$ cat src/rtl/cpu_mem_arbiter.sv
// Two-master (fetch / load-store) to one memory port arbiter with a one-hot grant FSM.
// Optional ARB_ROUND_ROBIN_EN: tie-break by round robin instead of fixed data priority.
module cpu_mem_arbiter (
    input  logic        clk,
    input  logic        rst,
    input  logic [31:0] inst_pc,
    input  logic        inst_req_valid,
    output logic        inst_req_ready,
    output logic [31:0] inst_data,
    output logic        inst_valid,
    input  logic        inst_ready,
    input  logic [31:0] d_addr,
    input  logic        d_write,
    input  logic [31:0] d_wdata,
    input  logic [3:0]  d_wstrb,
    input  logic        d_read,
    output logic        d_req_ready,
    output logic [31:0] d_rdata,
    output logic        d_rdata_valid,
    input  logic        d_rdata_ready,
    output logic [31:0] m_addr,
    output logic        m_write,
    output logic [31:0] m_wdata,
    output logic [3:0]  m_wstrb,
    output logic        m_read,
    input  logic        m_req_ready,
    input  logic [31:0] m_rdata,
    input  logic        m_rdata_valid,
    output logic        m_rdata_ready
);

    typedef enum logic [4:0] {
        ST_IDLE  = 5'b00001,
        ST_IREQ  = 5'b00010,
        ST_IRESP = 5'b00100,
        ST_DREQ  = 5'b01000,
        ST_DRESP = 5'b10000
    } state_t;

    state_t state_r;
    logic   d_req_s;
    logic   grant_data_s;

    assign d_req_s = d_read | d_write;

`ifdef ARB_ROUND_ROBIN_EN
    // 1 = data channel was granted last; resets to the fetch channel
    logic last_grant_r;

    // Tie-break: the master not granted last wins
    always_comb begin
        if (d_req_s && inst_req_valid) begin
            grant_data_s = ~last_grant_r;
        end else begin
            grant_data_s = d_req_s;
        end
    end

    // Remember which master was granted out of IDLE
    always_ff @(posedge clk or negedge rst) begin
        if (!rst) begin
            last_grant_r <= 1'b0;
        end else if (state_r == ST_IDLE) begin
            if (grant_data_s) begin
                last_grant_r <= 1'b1;
            end else if (inst_req_valid) begin
                last_grant_r <= 1'b0;
            end else begin
                last_grant_r <= last_grant_r;
            end
        end else begin
            last_grant_r <= last_grant_r;
        end
    end
`else
    // Fixed priority: data always wins a tie
    always_comb begin
        grant_data_s = d_req_s;
    end
`endif

    // Grant state machine; a dropped request keeps the state, never re-arbitrates
    always_ff @(posedge clk or negedge rst) begin
        if (!rst) begin
            state_r <= ST_IDLE;
        end else begin
            case (state_r)
                ST_IDLE: begin
                    if (grant_data_s) begin
                        state_r <= ST_DREQ;
                    end else if (inst_req_valid) begin
                        state_r <= ST_IREQ;
                    end else begin
                        state_r <= ST_IDLE;
                    end
                end
                ST_IREQ: begin
                    if (inst_req_valid && m_req_ready) begin
                        state_r <= ST_IRESP;
                    end else begin
                        state_r <= ST_IREQ;
                    end
                end
                ST_IRESP: begin
                    if (m_rdata_valid && inst_ready) begin
                        state_r <= ST_IDLE;
                    end else begin
                        state_r <= ST_IRESP;
                    end
                end
                ST_DREQ: begin
                    if (d_write && m_req_ready) begin
                        state_r <= ST_IDLE;
                    end else if (d_read && m_req_ready) begin
                        state_r <= ST_DRESP;
                    end else begin
                        state_r <= ST_DREQ;
                    end
                end
                ST_DRESP: begin
                    if (m_rdata_valid && d_rdata_ready) begin
                        state_r <= ST_IDLE;
                    end else begin
                        state_r <= ST_DRESP;
                    end
                end
                default: state_r <= ST_IDLE;
            endcase
        end
    end

    // Steer the bus per state; everything not owned by the current state is zero
    always_comb begin
        inst_req_ready = 1'b0;
        inst_data      = 32'h0000_0000;
        inst_valid     = 1'b0;
        d_req_ready    = 1'b0;
        d_rdata        = 32'h0000_0000;
        d_rdata_valid  = 1'b0;
        m_addr         = 32'h0000_0000;
        m_write        = 1'b0;
        m_wdata        = 32'h0000_0000;
        m_wstrb        = 4'b0000;
        m_read         = 1'b0;
        m_rdata_ready  = 1'b0;
        case (state_r)
            ST_IDLE: begin
                m_read = 1'b0;
            end
            ST_IREQ: begin
                m_read         = inst_req_valid;
                m_addr         = inst_pc;
                inst_req_ready = m_req_ready;
            end
            ST_IRESP: begin
                inst_data     = m_rdata;
                inst_valid    = m_rdata_valid;
                m_rdata_ready = inst_ready;
            end
            ST_DREQ: begin
                m_addr      = d_addr;
                m_wdata     = d_wdata;
                m_wstrb     = d_wstrb;
                d_req_ready = m_req_ready;
                // A store beats a load when the core raises both
                if (d_write) begin
                    m_write = 1'b1;
                    m_read  = 1'b0;
                end else begin
                    m_read = d_read;
                end
            end
            ST_DRESP: begin
                d_rdata       = m_rdata;
                d_rdata_valid = m_rdata_valid;
                m_rdata_ready = d_rdata_ready;
            end
            default: begin
                m_read = 1'b0;
            end
        endcase
    end

endmodule

$ cat config.mk
export PLATFORM = sky130hd
export DESIGN_NAME = cpu_mem_arbiter
export DESIGN_NICKNAME = d
export VERILOG_FILES = /design/src/rtl/cpu_mem_arbiter.sv
export SDC_FILE = /design/constraint.sdc
export NUM_CORES = 1
export LEC_CHECK = 0
export CORE_AREA = 2 2 108 110
export CTS_BUF_LIST = sky130_fd_sc_hd__clkbuf_2
export DETAILED_ROUTE_END_ITERATION = 10
export DIE_AREA = 0 0 110 112
export PLACE_DENSITY = 0.59
export SLEW_MARGIN = 20
export SYNTH_ARGS = -nofsm -noshare
export SYNTH_HDL_FRONTEND = slang
export SYNTH_SLANG_ARGS = --single-unit
$ cat constraint.sdc
create_clock -name clk -period 1.77 [get_ports clk]
set_input_delay 0.531 -clock clk [delete_from_list [all_inputs] [get_ports clk]]
set_output_delay 0.531 -clock clk [all_outputs]
set_load 0.05 [all_outputs]
Word level (Yosys, flattened, before mapping)

Cells that the tools add are included.

Output and inout port bits: 139
Bits in registers: 5

Equal/unequal tests: 5
Multiplexer cells: 22
Bitwise gates (word level): 1
Reduce and logical (&&, ||, !) cells: 5

Operator list:

| cell                 | count |
|---|---|
| $mux W32             | 3 |
| $pmux W32 S2         | 1 |
| $pmux W5 S5          | 1 |
| $mux W5              | 3 |
| $mux W4              | 2 |
| $mux W1              | 7 |
| $mux W3              | 2 |
| $eq A5 B1 Y1 const B | 1 |
| $eq A5 B2 Y1 const B | 1 |
| $eq A5 B3 Y1 const B | 1 |
| $eq A5 B4 Y1 const B | 1 |
| $eq A5 B5 Y1 const B | 1 |
| $logic_and A1 B1 Y1  | 5 |
| $pmux W1 S2          | 2 |
| $mux W2              | 1 |
| $or A1 B1 Y1         | 1 |

Longest topological paths before layout

Depth after elaboration: 4
Mapped depth: 6
Mapped depth without buffers: 4

Worst setup path after synthesis

OpenSTA, ideal clock, no wires.

Path kind: reg2out
Start point: register state_r[4]
End point: output m_rdata_ready
Stages on the path, launching flop included: 5
Path slack: -0.696 ns
Data arrival time: 1.935 ns
Required time: 1.239 ns
Path through: dfrtp_1 > buf_2 > nand3b_1 > o21ai_0 > nor3b_1

Word-level cells in the longest chain between the ends: 2

RTL lines:

| what                                         | RTL line | source |
|---|---|---|
| start, declared                              | 40       | `state_t state_r;` |
| start signal, assigned                       | 85       | `state_r <= ST_IDLE;` |
| start signal, assigned                       | 90       | `state_r <= ST_DREQ;` |
| start signal, assigned                       | 92       | `state_r <= ST_IREQ;` |
| $eq A5 B5 Y1 or $eq A5 B3 Y1 (tied branches) | 146      | `case (state_r)` |
| $pmux W1 S2 *                                | 146      |  |
| end, declared                                | 29       | `output logic m_rdata_ready` |

Every way passes the cells marked *; elsewhere a longest branch is shown, timed or not.

Worst setup path after layout

Start point: register state_r[1]
End point: output m_wdata[16]

Word-level cells in the longest chain between the ends: 2

RTL lines:

| what          | RTL line | source |
|---|---|---|
| $eq A5 B4 Y1  | 146      |  |
| $mux W32      | 146      |  |
| end, declared | 23       | `output logic [31:0] m_wdata,` |

Every way passes these cells.

==> flow_summary_export.csv <==
group,metric,value,unit
route,viasPerCell,4.18,
setup_path,r2r_slack,-0.03,ns
grt,gr-total-overflow,0,
sta,minimum_hold_slack,0.508,ns
finish,reg.largest.list,"state_r (5)",
route,drt_first_iter_violations,82,
setup_path,crit_path_start_kind,"flip-flop",
setup_path,timing.critical_path.slowest_stage_cell,"sky130_fd_sc_hd__dfrtp_1",
logic_synthesis,register_bit_count_reported_by_yosys,5,
clock_tree,htree_levels,1,
setup_path,timing.critical_path.cells,"or2_4 -> nor4b_4 -> buf_4 -> buf_12 -> and2_4 -> buf_12",
pwr,leakage,2.91,nW
finish,layout-area-overhead-vs-synth,368,%
floorplan,io-pin-count,280,
setup_path,worst_path_most_repeated_cell,"sky130_fd_sc_hd__buf_12",
grt,grt.total_usage,15.1,%
setup_path,rr_worst_depth,6,
job,max_cap_violations,0,
status,run_status,"finished, violations left",
placed_design,post-dp-hpwl,8.82,mm
clock_tree,root_buffer,"sky130_fd_sc_hd__clkbuf_2",
sta,slew-limit-headroom,81.1,%
sta,layout_min_cycle_time,2.35,ns
setup_path,endpoint,"m_wdata[16]",
pwr,p_seq_share,3.8,%
finish,largest_register_ff_count,5,
worst_hold_path,worst_hold_check_path_type,"input pin to async pin",
logic_synthesis,post_synth_instance_area,1460,µm²
grt,grt_pass1_vias,2769,
setup_path,crit_cells,6,
logic_synthesis,yosysWarnings,0,
clock_tree,cts-buffers-inserted,3,
route,totalWireLength,10.4,mm
pwr,power.switching_fraction,46.0,%
logic_synthesis,mappedNetlistNets,339,
grt,antenna_violations_before_repair,0,
sta,final-hold-violation-count,0,
grt,grt_max_degree,34,
clock_tree,clock_tree.buffer_depth,2,
clock_tree,clk-insertion-delay-late,0.23,ns
finish,fin_cells,645,
logic_synthesis,postSynthAreaPerCell,7.37,µm²
clock_tree,cts_tree,"built",
finish,layout.core_utilization,61.1,%
pwr,net-switching-power,0.00232,W
status,violations,"negative setup slack",
floorplan,std_cell_rows,39,
route,postRouteAntennaNets,0,
placed_design,dp.cells,629,
pwr,ir_worst_vdd,0.000671,V
setup_path,worst_r2r_startpoint,"state_r[2]",
route,routed-via-count,2694,
setup_path,crit_family,"simple AND/OR/NAND/NOR gates",
logic_synthesis,postSynthCellCount,198,
setup_path,crit_path_max_cell_delay,0.38,ns
sta,final_min_period_over_clock_period,133,%
logic_synthesis,yosys_most_used_dff,"sky130_fd_sc_hd__dfrtp_1",
pwr,power_frac_comb,93.9,%
setup_path,critPathKind,"flip-flop to output pin",
clock_tree,clock_sinks,5,
pwr,areal_power_density_over_the_cells,740,nW/µm²
placed_design,placement.io_buffers,279,
sta,setup_ws,-0.584,ns
finish,layout.nets,644,
setup_path,timing.critical_path.to_type,"output pin",
pwr,internal_power,0.00273,W
sta,max_slew.worst_pin.slew,0.282,ns
floorplan,fp.coreArea,11200,µm²
finish,most_flops_register,"state_r",
logic_synthesis,synth_edf_count,0,
floorplan,dieHeight,112,µm
sta,drv_slew,0,
route,detailedRoute.firstPassIterationCount,4,
setup_path,cp_max_fo,22,
pwr,fin_total_pwr,0.00505,W
setup_path,crit_start,"state_r[1]",
sta,rsz0062_at_grt,"true",
floorplan,die_area,12300,µm²
setup_path,critical_path_required,1.24,ns
sta,fin_worst_skew,0.0102,ns
floorplan,floorplan.initialDensity,13.1,%
setup_path,reg2reg_to,"state_r[0]",
route,routed_wire_length_per_instance,16.1,µm
placed_design,place_congestion,0.796,
setup_path,timing.critical_path.buf_inv,3,
logic_synthesis,async_flop_share,100,%
clock_tree,cts.reportedPaths.clkPinSlew,0.06,ns
sta,timing.final.setup_violations,140,
route,drc_errors,0,
logic_synthesis,yosys.cell_types.count,29,
grt,grt_first_pass_wirelength,14.7,mm
finish,drive_gt1_share,67.1,%
sta,fmax,0.425,GHz
pwr,relative_contribution_of_the_clock_network_to_total_power,2.2,%
floorplan,horizontal_extent_of_the_die,110,µm
setup_path,critPathArrivalTime,1.82,ns
finish,antenna-diode-count,0,
logic_synthesis,ys_seq_area_share,8.66,%
-- layout by cell type, fill, tap and decap left out, types with 2 or more instances in the layout --
| cell type | synthesis | final |
|---|---|---|
| sky130_fd_sc_hd__and2_2 | 0 | 2 |
| sky130_fd_sc_hd__buf_6 | 1 | 4 |
| sky130_fd_sc_hd__clkbuf_16 | 0 | 4 |
| sky130_fd_sc_hd__nor4b_4 | 3 | 3 |
| sky130_fd_sc_hd__clkdlybuf4s50_1 | 0 | 137 |
| sky130_fd_sc_hd__and2_4 | 0 | 103 |
| sky130_fd_sc_hd__a22o_4 | 0 | 30 |
| sky130_fd_sc_hd__nand2_1 | 8 | 8 |
| sky130_fd_sc_hd__nor2_1 | 3 | 2 |
| sky130_fd_sc_hd__buf_12 | 0 | 148 |
| sky130_fd_sc_hd__dfrtp_1 | 4 | 3 |
| sky130_fd_sc_hd__a32o_1 | 3 | 2 |
| sky130_fd_sc_hd__buf_4 | 6 | 23 |
| sky130_fd_sc_hd__dlygate4sd2_1 | 0 | 3 |
| sky130_fd_sc_hd__buf_8 | 0 | 2 |
| sky130_fd_sc_hd__a22o_2 | 0 | 2 |
| sky130_fd_sc_hd__clkbuf_2 | 6 | 4 |
| sky130_fd_sc_hd__o21ai_0 | 3 | 2 |
-- layer usage --
metal  routed length [µm]  track usage [%]  share of wire, %  vias up
met2                 5840             29.5                56      171
met3                 1200             4.22                12       10
met4                  190             4.47               1.8        0
li1                     -                -                 -     1291
met5                    0                0                 0        -
met1                 3180             14.9                31     1222
-- final cells by class --
type | count | area (µm²)
clock buffers | 4 | 20.0
fillers | 892 | 4350
inverters | 1 | 3.75
multi-input cells | 171 | 1790
flip-flops and latches | 5 | 128
well taps | 143 | 179
repair buffers | 321 | 4710
-- cells by family after synthesis --
| group | share of synthesized area [%] |
|---|---|
| buffers and inverters | 8.66 |
| flip-flops | 8.66 |
| AO/OA/AOI/OAI | 24.1 |
| AND/OR/NAND/NOR | 58.0 |
| XOR/XNOR | 0.600 |
-- synthesized netlist by cell type, types with 3 or more instances --
cell type                  instances  area share (%)
sky130_fd_sc_hd__a22o_1           32              19
sky130_fd_sc_hd__a32o_1            3             2.1
sky130_fd_sc_hd__and2_1          105              45
sky130_fd_sc_hd__buf_2             5             1.7
sky130_fd_sc_hd__buf_4             6             3.1
sky130_fd_sc_hd__clkbuf_1          3            0.77
sky130_fd_sc_hd__clkbuf_2          6             2.1
sky130_fd_sc_hd__dfrtp_1           4             6.9
sky130_fd_sc_hd__nand2_1           8             2.1
sky130_fd_sc_hd__nor2_1            3            0.77
sky130_fd_sc_hd__nor4b_4           3             4.9
sky130_fd_sc_hd__o21ai_0           3             1.0
-- power groups by stage --
stage | logic, W | clock network, W | registers, W
finish | 0.00475 | 0.000112 | 0.000194
floorplan | 0.00243 | 0 | 0.000169
CTS | 0.00473 | 0.000117 | 0.000187
global placement | 0.00465 | 0 | 0.000185
global route | 0.00492 | 0.000122 | 0.000200
detailed placement | 0.00470 | 0 | 0.000187
-- worst min path at each step --
stage               depth (start not counted)          to
floorplan                                   0  state_r[1]
global placement                            2  state_r[3]
detailed placement                          2  state_r[3]
CTS                                         1  state_r[2]
global route                                1  state_r[2]
finish                                      1  state_r[2]
-- stage by stage --
stage | area (µm²) | TNS (ns) | setup WS [ns]
final | 6830 | -75.52 | -0.584
after global routing | 6830 | -90.31 | -0.700
after CTS | 6650 | -79.71 | -0.621
after detailed placement | 6570 | -44.48 | -0.550
after global placement | 6570 | -42.74 | -0.510
after floorplan | 2060 | -34.05 | -0.274
-- repair_timing --
item	4_1_cts	5_1_grt
setup endpoints to repair	140	140
gates cloned	1	5
resized for setup	18	9
pin swaps	14	19
hold buffers	0	0
buffers inserted	2	4
Note: power is estimated with default switching activity, not from simulation.
